`config.mk`:
```
export PLATFORM = sky130hd
export DESIGN_NAME = tx_arbiter
export DESIGN_NICKNAME = d
export VERILOG_FILES = /design/src/rtl/tx_arbiter.sv
export SDC_FILE = /design/constraint.sdc
export NUM_CORES = 1
export LEC_CHECK = 0
export BUFFER_PORTS_ARGS = -buffer_cell sky130_fd_sc_hd__buf_2
export CORE_MARGIN = 1
export CORE_UTILIZATION = 50
export DETAILED_ROUTE_END_ITERATION = 16
export HOLD_SLACK_MARGIN = 0.05
export PLACE_DENSITY = 0.77
export SLEW_MARGIN = 25
export SYNTH_ARGS = -nofsm -noshare
export SYNTH_HDL_FRONTEND = slang
export SYNTH_SLANG_ARGS = --single-unit
```
`constraint.sdc`:
```
create_clock -name Clock -period 2.92 [get_ports Clock]
set_input_delay 0.438 -clock Clock [delete_from_list [all_inputs] [get_ports Clock]]
set_output_delay 0.438 -clock Clock [all_outputs]
set_load 0.01 [all_outputs]
```
`src/rtl/tx_arbiter.sv`:
```
// tx_arbiter: round-robin transmit scheduler in front of the UART TxUnit.
// Accepts bytes from NUM_REQ requesters over valid/ready, latches the winning
// byte and frame config, then sequences Send/ActiveFlag/DoneFlag. A watchdog
// returns the controller to IDLE if a frame never completes.
module tx_arbiter #(
    parameter int          NUM_REQ     = 4,
    parameter int unsigned TIMEOUT_CYC = 2000000
) (
    input  logic                   Clock,
    input  logic                   ResetN,
    input  logic [NUM_REQ-1:0]     ReqValid,
    input  logic [8*NUM_REQ-1:0]   ReqData,
    input  logic [4*NUM_REQ-1:0]   ReqCfg,
    output logic [NUM_REQ-1:0]     ReqReady,
    output logic [10:0]            TxDataIn,
    output logic                   TxSend,
    output logic                   TxStopBits,
    output logic                   TxDataLength,
    output logic [1:0]             TxParityType,
    input  logic                   TxActive,
    input  logic                   TxDone,
    output logic [2:0]             GrantId,
    output logic                   Busy,
    output logic                   TimeoutErr
);

    typedef enum logic [1:0] {
        ST_IDLE = 2'd0,
        ST_LOAD = 2'd1,
        ST_SEND = 2'd2,
        ST_BUSY = 2'd3
    } state_e;

    localparam logic [31:0] WDOG_LAST = 32'(TIMEOUT_CYC - 1);

    state_e      state_q, state_d;
    logic [2:0]  rr_ptr_q, rr_ptr_d;
    logic [2:0]  grant_q, grant_d;
    logic [7:0]  tx_byte_q, tx_byte_d;
    logic [3:0]  tx_cfg_q, tx_cfg_d;
    logic        tx_send_q, tx_send_d;
    logic        busy_q, busy_d;
    logic        timeout_q, timeout_d;
    logic [31:0] wdog_q, wdog_d;

    // Zero-extended request buses so the winner index always selects in range.
    logic [7:0]  valid_ext;
    logic [63:0] data_ext;
    logic [31:0] cfg_ext;

    logic        win_found;
    logic [2:0]  win_idx;
    logic [3:0]  cand;
    logic [2:0]  ptr_next;
    logic        transfer;
    logic        expire;

    assign valid_ext = 8'(ReqValid);
    assign data_ext  = 64'(ReqData);
    assign cfg_ext   = 32'(ReqCfg);

    // Round-robin search: first valid requester at or after rr_ptr_q, with wrap.
    always_comb begin
        // NOTE: every combinational output gets a default first so no path
        // leaves it unassigned, which would otherwise infer a latch.
        win_found = 1'b0;
        win_idx   = 3'd0;
        cand      = 4'd0;
        for (int k = 0; k < NUM_REQ; k++) begin
            cand = {1'b0, rr_ptr_q} + 4'(k);
            if (cand >= 4'(NUM_REQ)) begin
                cand = cand - 4'(NUM_REQ);
            end
            if (!win_found && valid_ext[cand[2:0]]) begin
                win_found = 1'b1;
                win_idx   = cand[2:0];
            end
        end
    end

    assign ptr_next = (win_idx == 3'(NUM_REQ - 1)) ? 3'd0 : win_idx + 3'd1;
    assign transfer = (state_q == ST_IDLE) && win_found;
    assign expire   = ((state_q == ST_SEND) || (state_q == ST_BUSY)) && (wdog_q == WDOG_LAST);

    // State register.
    always_ff @(posedge Clock or negedge ResetN) begin
        if (!ResetN) begin
            state_q <= ST_IDLE;
        end else begin
            // NOTE: sequential state uses non-blocking assignments so every
            // register samples pre-edge values regardless of block ordering.
            state_q <= state_d;
        end
    end

    // Next-state logic: the watchdog overrides every in-frame transition.
    always_comb begin
        state_d = state_q;
        unique case (state_q)
            ST_IDLE: if (transfer) state_d = ST_LOAD;
            ST_LOAD: state_d = ST_SEND;
            ST_SEND: begin
                if (expire)        state_d = ST_IDLE;
                else if (TxActive) state_d = ST_BUSY;
            end
            ST_BUSY: begin
                if (expire)                   state_d = ST_IDLE;
                else if (TxDone && !TxActive) state_d = ST_IDLE;
            end
            default: state_d = ST_IDLE;
        endcase
    end

    // Outputs: combinational ready, next values of the registered strobes.
    always_comb begin
        ReqReady = '0;
        for (int i = 0; i < NUM_REQ; i++) begin
            ReqReady[i] = transfer && (win_idx == 3'(i));
        end
        tx_send_d = (state_d == ST_SEND);
        busy_d    = (state_d != ST_IDLE);
        timeout_d = expire;
    end

    // Datapath next values: latch winner on transfer, run the watchdog in frame.
    always_comb begin
        rr_ptr_d  = rr_ptr_q;
        grant_d   = grant_q;
        tx_byte_d = tx_byte_q;
        tx_cfg_d  = tx_cfg_q;
        if (transfer) begin
            rr_ptr_d  = ptr_next;
            grant_d   = win_idx;
            tx_byte_d = data_ext[{win_idx, 3'b000} +: 8];
            tx_cfg_d  = cfg_ext[{win_idx, 2'b00} +: 4];
        end
        // Held at zero in IDLE/LOAD so it starts from zero on SEND entry.
        wdog_d = 32'd0;
        if ((state_q == ST_SEND) || (state_q == ST_BUSY)) begin
            wdog_d = wdog_q + 32'd1;
        end
    end

    // Datapath and output registers; all clear asynchronously so Send drops at once.
    always_ff @(posedge Clock or negedge ResetN) begin
        if (!ResetN) begin
            rr_ptr_q  <= 3'd0;
            grant_q   <= 3'd0;
            tx_byte_q <= 8'd0;
            tx_cfg_q  <= 4'd0;
            tx_send_q <= 1'b0;
            busy_q    <= 1'b0;
            timeout_q <= 1'b0;
            wdog_q    <= 32'd0;
        end else begin
            rr_ptr_q  <= rr_ptr_d;
            grant_q   <= grant_d;
            tx_byte_q <= tx_byte_d;
            tx_cfg_q  <= tx_cfg_d;
            tx_send_q <= tx_send_d;
            busy_q    <= busy_d;
            timeout_q <= timeout_d;
            wdog_q    <= wdog_d;
        end
    end

    assign TxDataIn     = {3'b000, tx_byte_q};
    assign TxSend       = tx_send_q;
    assign TxStopBits   = tx_cfg_q[3];
    assign TxDataLength = tx_cfg_q[2];
    assign TxParityType = tx_cfg_q[1:0];
    assign GrantId      = grant_q;
    assign Busy         = busy_q;
    assign TimeoutErr   = timeout_q;

endmodule

```
==> impl_results.md, run 1 <==
- Outcome: finished with violations
- Failing checks: negative setup slack
- Reg clk slew, reported paths: 0.11 ns
- Area post-placement: 0.00408 mm²
- Latest clock arrival within the worst-skew pair: 0.32 ns
- Largest net degree at the start of global routing: 41
- # port buffers: 77
- CTS tree: yes
- Total number of yosys warnings: 0
- # setup viols final: 3
- Total GRT Usage: 21.2%
- Register bit total from synthesis: 55
- Via count: 2,926
- Simple-gate share of the synthesized area: 26.0%
- Worst Clk Skew: 0.0138 ns
- CTS Root Buffer Type: clkbuf_8
- Slew Viols, Final: 0
- FF-to-FF setup slack: 0.32 ns
- Post-route DRC: 0
- Final GP Congestion: 0.909
- Tmin final: 2.99 ns
- CTS Buf Count: 5
- Share of layout cells above drive strength 1: 43.1%
- Drt total wl: 7780 µm
- Slew margin rel.: 57.3%
- Die height: 87.6 µm
- # diodes: 0
- Dpl hpwl: 5570 µm
- Synth Area in XOR/XNOR: 5.50%
- Die Width: 87.6 µm
- Via density: 5.54
- Slew @ Worst Pin: 0.635 ns
- Sequential fraction of the synthesis area: 37.6%
- Crit Path Class: flop to primary output
- Dominant synthesized flop cell: dfrtp_1
- Netlist cell types: 64
- Synth-to-Final Area Change: 18.3%
- Max_cap viols: 0
- DRT Pass-1 Iters: 4
- Maximum vdd drop: 0.664 mV
- Compound-gate portion of the synthesized area: 17.4%
- WL/cell: 14.7 µm
- R2r startpoint: rr_ptr_q[1]$_DFFE_PN0P_
- Worst R2R End: tx_byte_q[7]$_DFFE_PN0P_
- Final Hold Fails: 0
- Synth Area in Adders: 2.39%
- Cells after Synth: 353
- Clock buffer depth: 2
- Crit path launch type: flop
- Avg Cell Area, Syn: 10.4 µm²
- Core region area: 0.00694 mm²
- Hold WC Path Type: input pin to async pin
- RSZ-0062 raised after global routing: yes
- Crit end category: primary output
- Worst hold slack: 0.122 ns
- R2R cell count: 11
- Starting density of the core: 52.7%
- Main combinational cell family by area after synthesis: simple AND/OR/NAND/NOR gates
- Data required time of the worst path: 2.48 ns
- Die ar.: 0.00767 mm²
- Fin crit share: 102%
- Critical path arrival: 2.55 ns
- Number of enable flip-flop cells after synthesis: 0
- Overall Power: 3.96 mW
- P per Cell Area: 914 mW/mm²
- Clock sink total: 55
- Maximum fanout along the worst path: 4
- Antenna violations before repair: 0
- # IOs: 81
- Routed Antenna Nets: 0
- Fmax: 334 MHz
- Async SR Flop Fraction: 100%
- Final Cell Area: 0.00433 mm²
- GR Overflow Total: 0
- Number of global-route vias before repair: 2,805
- Site row count: 30
- Syn Std Cell Area: 0.00366 mm²
- Leakage: 2.01 nW
- H-tree levels: 2
- Post-synthesis mux area share: 4.68%
- Initial DRC Count: 206
- First-pass GRT wire length: 12,900 µm
- Final worst slack: -0.0696 ns
- Fin nets: 494
==> how the worst max path moves through the flow <==
| stage | startpoint | endpoint | slack (ns) | depth (start not counted) |
|---|---|---|---|---|
| global placement | rr_ptr_q[0]$_DFFE_PN0P_ | ReqReady[1] | 0.20 | 11 |
| floorplan | rr_ptr_q[0]$_DFFE_PN0P_ | ReqReady[0] | 0.01 | 13 |
| finish | rr_ptr_q[1]$_DFFE_PN0P_ | ReqReady[0] | -0.07 | 11 |
| detailed placement | rr_ptr_q[0]$_DFFE_PN0P_ | ReqReady[1] | 0.10 | 11 |
| CTS | rr_ptr_q[0]$_DFFE_PN0P_ | ReqReady[1] | -0.06 | 11 |
| global route | rr_ptr_q[0]$_DFFE_PN0P_ | ReqReady[0] | -0.15 | 11 |
==> worst max-delay path, stage by stage, from the launching register on <==
cell	delay, ns
dfrtp_1	0.40
inv_2	0.07
ha_4	0.27
mux4_2	0.53
a21oi_4	0.17
a21boi_2	0.19
o21a_4	0.18
inv_4	0.06
ha_4	0.15
inv_2	0.04
nor2_2	0.03
buf_2	0.13
==> repair_timing <==
item | CTS | global route
pin swaps | 5 | 3
endpoints found under the hold margin | 0 | 0
buffers inserted | 6 | 0
setup endpoints to repair | 4 | 4
gates resized for setup | 13 | 7
cloned | 0 | 0
hold buffers | 0 | 0
==> power by group <==
group / internal [mW] / switching (mW) / total, mW / leakage [nW]
Clock: 0.260 / 0.265 / 0.526 / 0.0587
Combinational: 1.08 / 1.31 / 2.40 / 1.23
Sequential: 0.921 / 0.111 / 1.03 / 0.724
==> metal layers <==
| layer | track usage [%] | vias up | wire length, µm |
|---|---|---|---|
| li1 | - | 1419 | - |
| met1 | 28.4 | 1407 | 3480 |
| met2 | 35.4 | 91 | 3770 |
| met3 | 3.68 | 9 | 398 |
| met4 | 6.56 | 0 | 140 |
| met5 | 0 | - | 0 |
==> layout by cell type (no fill, tap or decap), types with 3 or more instances in the layout <==
cell / count
dfrtp_1: 55
inv_2: 6
ha_1: 3
nand2b_1: 3
mux2i_1: 4
a211oi_1: 4
xor2_1: 8
a211oi_2: 20
o31ai_2: 9
nor2_1: 4
nand3_1: 14
mux2_2: 4
and3_1: 17
and2_1: 27
and3_2: 11
buf_2: 76
or3_1: 5
xnor2_1: 15
clkbuf_8: 5
conb_1: 3
o31ai_1: 3
nand4_1: 7
nor4_1: 6
nor3_2: 4
ha_4: 4
mux4_2: 3
nor2_2: 4
buf_4: 15
nand2_1: 31
a21boi_0: 4
nor2b_1: 3
o21ai_0: 11
inv_1: 4
==> per-stage QoR <==
stage	instances	utilization (%)	setup WS, ns	TNS (ns)
floorplan	355	-	0.0138	0
CTS	528	61.9	-0.0551	-0.167
detailed placement	514	58.7	0.102	0
finish	528	62.3	-0.0696	-0.194
global placement	514	58.7	0.195	0
global route	528	62.3	-0.154	-0.512
==> cell type report <==
class / instances / area, µm²
Tap cell: 96 / 120
Clock inverter: 3 / 47.5
Inverter: 11 / 43.8
Fill cell: 601 / 2620
Sequential cell: 55 / 1380
Multi-Input combinational cell: 264 / 2140
Clock buffer: 5 / 68.8
Timing Repair Buffer: 94 / 536
==> cells in the mapped netlist, drive strengths merged, types with 11 or more instances <==
master	n	share of area (%)
a211oi	24	7.7
and2	27	4.6
and3	28	5.2
buf	19	4.5
dfrtp	55	38
inv	11	1.2
nand2	32	3.7
nand3	14	1.9
o21ai	13	1.8
o31ai	12	3.7
xnor2	15	3.6
==> sequential cells by signal, summed over array words and instances, names as in the netlist <==
name and flops:
TxSend 1, tx_byte_q 8, TimeoutErr 1, wdog_q 32, Busy 1, state_q 2
tx_cfg_q 4, rr_ptr_q 3, GrantId 3
==> cell families (layout without fill, tap and decap cells) <==
| group | Yosys count | count (layout) |
|---|---|---|
| AND/OR/NAND/NOR | 153 | 153 |
| AO/OA/AOI/OAI | 66 | 66 |
| flip-flops | 55 | 55 |
| buffers and inverters | 36 | 113 |
| XOR/XNOR | 23 | 23 |
| multiplexers | 12 | 12 |
| adder cells (fa/ha/maj) | 7 | 7 |
| other | 1 | 3 |
(Power assumes the default switching activity.)
==> run 2: changes to the inputs <==
REMOVE_ABC_BUFFERS = 1   (was unset)
SLEW_MARGIN = 20   (was 25)
==> run 2 against run 1 <==
Against the previous run: the run still ends with negative setup slack left; maximum frequency fell by 0.37%; total power fell by 0.79%; worst setup slack got worse by 0.011 ns; utilization fell by 0.20 points; via count fell by 0.48%; design area fell by 0.32%; sequential power barely moved; die area did not move; clock skew fell by 0.0065 ns; critical path depth did not move; largest cell class unchanged; highest routed layer unchanged.
==> impl_results.md, run 2 (synthesis gave the netlist of run 1 again) <==
- Outcome: finished with violations
- Failing checks: negative setup slack
- Clock network fraction of design power: 11.5% (-1.8 points)
- Post-route DRC: 0 (unchanged)
- Starting density of the core: 52.7% (unchanged)
- Total GRT Usage: 22.2% (+0.92 points)
- Hold Buf Count CTS: 0 (unchanged)
- Critical path's slowest cell: mux4_2
- Max_cap viols: 0 (unchanged)
- Max FFs per register: 32 (unchanged)
- Antenna violations before repair: 0 (unchanged)
- R2R cell count: 12 (+1)
- Tmin final: 3.00 ns (+0.0113 ns)
- Latest clock arrival within the worst-skew pair: 0.31 ns (about the same)
- Sequence of cells on the critical path: inv_2 > ha_4 > mux4_2 > a21oi_4 > a21boi_2 > o21a_4 > inv_4 > ha_4 > inv_2 > nor2_1 > buf_2
- CTS tree: yes
- Clock buffer depth: 2 (unchanged)
- Finished Core Util: 62.1% (-0.20 points)
- Reg power frac: 26.3% (+0.2 points)
- Multi-input logic area: 0.00213 mm² (-0.53%)
- Maximum fanout along the worst path: 5 (+1)
- RSZ-0062 raised after global routing: yes
- # diodes: 0 (unchanged)
- Largest regs: wdog_q: 32 flops, tx_byte_q: 8 flops, tx_cfg_q: 4 flops
- Critical path arrival: 2.56 ns (about the same)
- Largest net degree at the start of global routing: 41 (unchanged)
- Reg area: 0.00138 mm² (unchanged)
- # setup viols final: 4 (+1)
- Crit path launch type: flop
- Crit Path Class: flop to primary output
- Site row count: 30 (unchanged)
- Hold WC Path Type: input pin to async pin
- CTS Root Buffer Type: clkbuf_8
- Filler Cells Inserted: 571 (-5.0%)
- Reg clk slew, reported paths: 0.11 ns (about the same)
- Dpl hpwl: 5650 µm (+1.3%)
- Initial DRC Count: 102 (-50%)
- Crit end category: primary output
- Final GP Congestion: 0.924 (+1.7%)
- R2r startpoint: rr_ptr_q[0]$_DFFE_PN0P_
- Sw Pwr: 1.72 mW (+1.5%)
- Combinational share of power: 62.1% (+1.5 points)
- Routed Antenna Nets: 0 (unchanged)
- Slew @ Worst Pin: 0.689 ns (+0.0543 ns)
- P per Cell Area: 909 mW/mm² (-0.48%)
- DRT Pass-1 Iters: 4 (unchanged)
- Slew Viols, Final: 0 (unchanged)
- Fmax: 333 MHz (-0.37%)
- H-tree levels: 2 (unchanged)
- Core region area: 0.00694 mm² (unchanged)
- Data required time of the worst path: 2.48 ns (about the same)
- Clock sink total: 55 (unchanged)
- # port buffers: 77 (unchanged)
- CTS Buf Count: 5 (unchanged)
- Sw frac: 43.7% (+0.99 points)
- Pre-CTS setup slack: 0.0604 ns (-0.0411 ns)
- CP max stage delay: 0.53 ns (about the same)
- Worst Clk Skew: 0.00736 ns (-0.00649 ns)
- FF-to-FF setup slack: 0.16 ns (-0.16 ns)
- Number of global-route vias before repair: 2,787 (-0.64%)
- Leakage: 2.02 nW (+0.44%)
- Slew margin rel.: 53.6% (-3.7 points)
- Most common cell after layout, fill and taps aside: buf_2
- GR Overflow Total: 0 (unchanged)
- Die Width: 87.6 µm (unchanged)
- Maximum vdd drop: 0.938 mV (+41%)
- Die ar.: 0.00767 mm² (unchanged)
- Via count: 2,912 (-0.48%)
- Via density: 5.46 (-1.4%)
- P_int: 2.21 mW (-2.5%)
- WL/cell: 14.7 µm (-0.19%)
- Fin nets: 499 (+1.0%)
- Synth-to-Final Area Change: 17.9%
- Worst R2R End: tx_byte_q[1]$_DFFE_PN0P_
- Fin crit share: 103% (+0.39 points)
- Die height: 87.6 µm (unchanged)
- Drt total wl: 7840 µm (+0.76%)
- First-pass GRT wire length: 13,200 µm (+2.6%)
- Final worst slack: -0.0808 ns (-0.0113 ns)
- Share of layout cells above drive strength 1: 42.6% (-0.49 points)
- Most frequent cells in the layout: buf_2, dfrtp_1, nand2_1
- Reg with most FFs: wdog_q
- # IOs: 81 (unchanged)
- Final Hold Fails: 0 (unchanged)
[run 2: changes by cell type in the layout (fill, tap and decap cells not counted), sizes merged]
cell / previous run / this run
buf: 94 / 99
bufinv: 1 / 0
inv: 12 / 13
[run 2: how the worst max path moves through the flow]
stage | from | endpoint | cells past startpoint
finish | rr_ptr_q[0]$_DFFE_PN0P_ | ReqReady[1] | 11
global route | rr_ptr_q[0]$_DFFE_PN0P_ | ReqReady[3] | 10
CTS | rr_ptr_q[0]$_DFFE_PN0P_ | ReqReady[3] | 10
detailed placement | rr_ptr_q[0]$_DFFE_PN0P_ | ReqReady[1] | 11
global placement | rr_ptr_q[0]$_DFFE_PN0P_ | ReqReady[1] | 11
floorplan | rr_ptr_q[0]$_DFFE_PN0P_ | ReqReady[0] | 6
[run 2: cell type report]
class,count,area share [%]
Multi-Input combinational cell,264,49.3
Sequential cell,55,31.9
Timing Repair Buffer,99,12.8
Tap cell,96,2.78
Clock buffer,5,1.59
Inverter,11,1.01
Clock inverter,3,0.609
[run 2: timing repair]
action | CTS | global route
setup buffers | 7 | 2
resized for setup | 18 | 1
pin swaps | 5 | 0
setup endpoints to repair | 4 | 4
[run 2: through the flow]
step | hold slack (ns) | power [mW] | instances | area [µm²] | setup TNS, ns
6_report | 0.111 | 3.92 | 533 | 4320 | -0.273
5_1_grt | 0.141 | 4.19 | 533 | 4320 | -0.748
4_1_cts | 0.118 | 3.88 | 531 | 4290 | -0.259
3_5_place_dp | 0.463 | 3.18 | 516 | 4080 | 0
3_3_place_gp | 0.458 | 3.12 | 516 | 4080 | 0
2_1_floorplan | 0.142 | 2.53 | 330 | 3480 | -5.75
[run 2: worst max-delay path, delay by kind of cell, from the launching register on]
kind | cells | cell delay (ns)
multiplexers | 1 | 0.53
buffers and inverters | 4 | 0.31
AND/OR/NAND/NOR | 1 | 0.03
flip-flops | 1 | 0.39
AO/OA/AOI/OAI | 3 | 0.55
adder cells (fa/ha/maj) | 2 | 0.42
[run 2: power by group through the flow]
stage | registers (mW) | logic (mW) | clock network, mW
after floorplan | 1.14 | 1.40 | 0
after global placement | 1.04 | 2.09 | 0
after detailed placement | 1.04 | 2.14 | 0
after CTS | 1.04 | 2.38 | 0.464
after global routing | 1.06 | 2.64 | 0.496
final | 1.03 | 2.44 | 0.453
[run 2: routing by layer]
metal / share of wire, % / wire length (µm) / GRT usage [%]
met1: 44 / 3460 / 28.0
met2: 49 / 3870 / 38.1
met3: 5.5 / 432 / 4.90
met4: 1.0 / 82 / 6.71
met5: 0 / 0 / 0
==> run 3: changes to the inputs <==
ABC_AREA = 1   (was unset)
CORE_UTILIZATION = 49   (was 50)
PLACE_DENSITY = 0.76   (was 0.77)
==> run 3 against run 2 <==
Against the previous run: the flow now finishes without violations; register-to-register slack improved by 0.40 ns; critical path type unchanged; largest cell class unchanged; count of clock-buffer cells in the layout stayed put; critical endpoint unchanged; highest routed layer unchanged; maximum frequency up 6.8%.
==> impl_results.md, run 3 <==
- Site row count: 30 (unchanged)
- Cells after Synth: 487 (+38%)
- Fin nets: 636 (+27%)
- Number of enable flip-flop cells after synthesis: 0 (unchanged)
- Max_cap viols: 0 (unchanged)
- Crit path launch type: flop
- Max FFs per register: 32 (unchanged)
- Crit Path Class: flop to primary output
- M2 GR Usage: 40.7% (+2.6 points)
- Syn Std Cell Area: 0.00354 mm² (-3.1%)
- Async SR Flop Fraction: 100% (unchanged)
- Starting density of the core: 51.3% (-1.4 points)
- Pre-CTS setup slack: 0.184 ns (+0.124 ns)
- CTS Root Buffer Type: clkbuf_8
- Dominant synthesized flop cell: dfrtp_1
- Slew margin rel.: 51.8% (-1.8 points)
- Die ar.: 0.00758 mm² (-1.2%)
- Synth Area in XOR/XNOR: 1.73% (-3.8 points)
- Clock buffer depth: 2 (unchanged)
- Die height: 87.1 µm (-0.58%)
- Die Width: 87.1 µm (-0.58%)
- # setup viols final: 0 (-4)
- Leakage: 2.21 nW (+9.4%)
- P per Cell Area: 1010 mW/mm² (+11%)
- Commonest cells post-synth: nand2_1, inv_1, dfrtp_1, nor2_1, nand3_1
- H-tree levels: 2 (unchanged)
- Critical path's slowest cell: dfrtp_1
- Largest net degree at the start of global routing: 29 (-29%)
- Sequential fraction of the synthesis area: 38.8% (+1.2 points)
- Largest regs: wdog_q: 32 flops, tx_byte_q: 8 flops, tx_cfg_q: 4 flops
- Clock sink total: 55 (unchanged)
- Fin crit share: 96.2% (-6.6 points)
- Main combinational cell family by area after synthesis: simple AND/OR/NAND/NOR gates
- RSZ-0062 raised after global routing: yes
- R2r startpoint: rr_ptr_q[0]$_DFFE_PN0P_
- Reg clk slew, reported paths: 0.11 ns (about the same)
- Critical path arrival: 2.37 ns (-0.19 ns)
- Crit end category: primary output
- Most frequent cell after synthesis: nand2_1
- Total number of yosys warnings: 0 (unchanged)
- Post-route DRC: 0 (unchanged)
- Slew Viols, Final: 0 (unchanged)
- Fmax: 356 MHz (+6.8%)
- Top cell type's share of synthesized area: 38.8% (+1.2 points)
- Final GP Congestion: 0.889 (-3.8%)
- Synth Area in Adders: 2.47% (+0.078 points)
- Antenna violations before repair: 0 (unchanged)
- Dpl hpwl: 6170 µm (+9.2%)
- Finished Core Util: 61.1% (-1.1 points)
- Core region area: 0.00691 mm² (-0.54%)
- Maximum fanout along the worst path: 7 (+2)
- Register bit total from synthesis: 55 (unchanged)
- Initial DRC Count: 147 (+44%)
- Worst R2R End: tx_cfg_q[1]$_DFFE_PN0P_
- # diodes: 0 (unchanged)
- Largest area contributor in the netlist: dfrtp_1
- Netlist cell types: 39 (-39%)
- Most frequent cells in the layout: nand2_1, inv_1, buf_2
- Routed Antenna Nets: 0 (unchanged)
- Final worst slack: 0.111 ns (+0.192 ns)
- Reg area: 0.00138 mm² (unchanged)
- Area contributors post-synth: dfrtp_1, nand2_1, inv_1
- Tmin final: 2.81 ns (-0.192 ns)
- Outcome: complete, no violations
- Global routing met3 resource utilization: 4.08% (-0.83 points)
- Final Hold Fails: 0 (unchanged)
- # port buffers: 77 (unchanged)
- Simple-gate share of the synthesized area: 37.3% (+11 points)
- WL/cell: 12.3 µm (-16%)
- Share of layout cells above drive strength 1: 23.7% (-19 points)
- Grt met1 use: 28.8% (+0.77 points)
- Via count: 3,390 (+16%)
- Drt total wl: 8250 µm (+5.2%)
- Multi-input logic area: 0.00179 mm² (-16%)
- CP max stage delay: 0.44 ns (-0.09 ns)
- Gr busiest metal: met2
- Number of global-route vias before repair: 3,126 (+12%)
- Slew @ Worst Pin: 0.722 ns (+0.0331 ns)
- R2R cell count: 14 (+2)
- CTS tree: yes
- First-pass GRT wire length: 13,800 µm (+4.1%)
- Worst Clk Skew: 0.0104 ns (+0.00301 ns)
- Crit path from: rr_ptr_q[0]$_DFFE_PN0P_
- FF-to-FF setup slack: 0.56 ns (+0.40 ns)
- Hold Buf Count CTS: 0 (unchanged)
- Latest clock arrival within the worst-skew pair: 0.32 ns (about the same)
- Reg with most FFs: wdog_q
- Filler Cells Inserted: 616 (+7.9%)
- Most common cell after layout, fill and taps aside: nand2_1
- Post-synthesis mux area share: 0% (-4.7 points)
- Compound-gate portion of the synthesized area: 7.48% (-9.9 points)
- DRT Pass-1 Iters: 5 (+1)
- Maximum vdd drop: 0.884 mV (-5.7%)
- Via density: 5.06 (-7.4%)
- GR Overflow Total: 0 (unchanged)
- Total GRT Usage: 23.0% (+0.86 points)
- # IOs: 81 (unchanged)
- Avg Cell Area, Syn: 7.28 µm² (-30%)
- Synth-to-Final Area Change: 19.0%
- CTS Buf Count: 5 (unchanged)
- Sequence of cells on the critical path: inv_6 > ha_4 > buf_4 > nor2_1 > inv_1 > nand3b_2 > nor3_2 > nor2_8 > ha_1 > inv_1 > nor2_1 > buf_2
- Worst hold slack: 0.115 ns (+0.00337 ns)
- Data required time of the worst path: 2.48 ns (about the same)
- Hold WC Path Type: input pin to async pin
-- run 3: per-stage QoR --
| step | setup TNS (ns) | area, µm² | instances | total power [mW] |
|---|---|---|---|---|
| 6_report | 0 | 4220 | 670 | 4.24 |
| 5_1_grt | -0.0299 | 4220 | 670 | 4.59 |
| 4_1_cts | 0 | 4110 | 659 | 3.85 |
| 3_5_place_dp | 0 | 3990 | 650 | 3.33 |
| 3_3_place_gp | 0 | 3990 | 650 | 3.28 |
| 2_1_floorplan | 0 | 3450 | 473 | 2.71 |
-- run 3: layer usage --
layer  up-vias  share of wire, %
li1       1715                 -
met1      1514                45
met2       150                48
met3        11               6.2
met4         0               1.3
met5         -                 0
-- run 3: logic make-up after synthesis --
group                      Yosys count
buffers and inverters              102
AOI/OAI and AO/OA                   45
adders and majority gates            7
DFF                                 55
other                                1
xor gates and xnor gates             7
and+or+nand+nor                    270
-- run 3: worst max-delay path by stage --
stage	end	slack [ns]	depth (start not counted)
global placement	ReqReady[3]	0.27	13
detailed placement	ReqReady[3]	0.18	13
CTS	ReqReady[3]	0.04	13
floorplan	ReqReady[1]	0.07	14
global route	ReqReady[0]	-0.02	13
finish	ReqReady[1]	0.11	12
-- run 3: power by group --
group	switching, mW	internal [mW]	leakage (nW)
Sequential	0.140	0.936	0.724
Combinational	1.63	1.07	1.44
Clock	0.283	0.182	0.0511
Total	2.05	2.19	2.21
-- run 3: layout make-up --
cell class,count,area share (%)
clock buffers,5,1.63
clock inverters,3,0.682
inverters,86,7.77
multi-input cells,332,42.3
flip-flops and latches,55,32.6
well taps,96,2.85
repair buffers,93,12.1
-- run 3: critical path, delay by kind of cell, from the launching register on --
kind	cells	cell delay [ns]
flip-flops	1	0.44
adder cells (fa/ha/maj)	2	0.49
AND/OR/NAND/NOR	5	0.69
buffers and inverters	5	0.43
-- run 3: what timing repair did --
| item | in CTS | in global routing |
|---|---|---|
| buffers inserted | 1 | 11 |
| resized for setup | 3 | 5 |
| setup endpoints to repair | 4 | 3 |
| pin swaps | 0 | 9 |
| gates cloned | 0 | 0 |
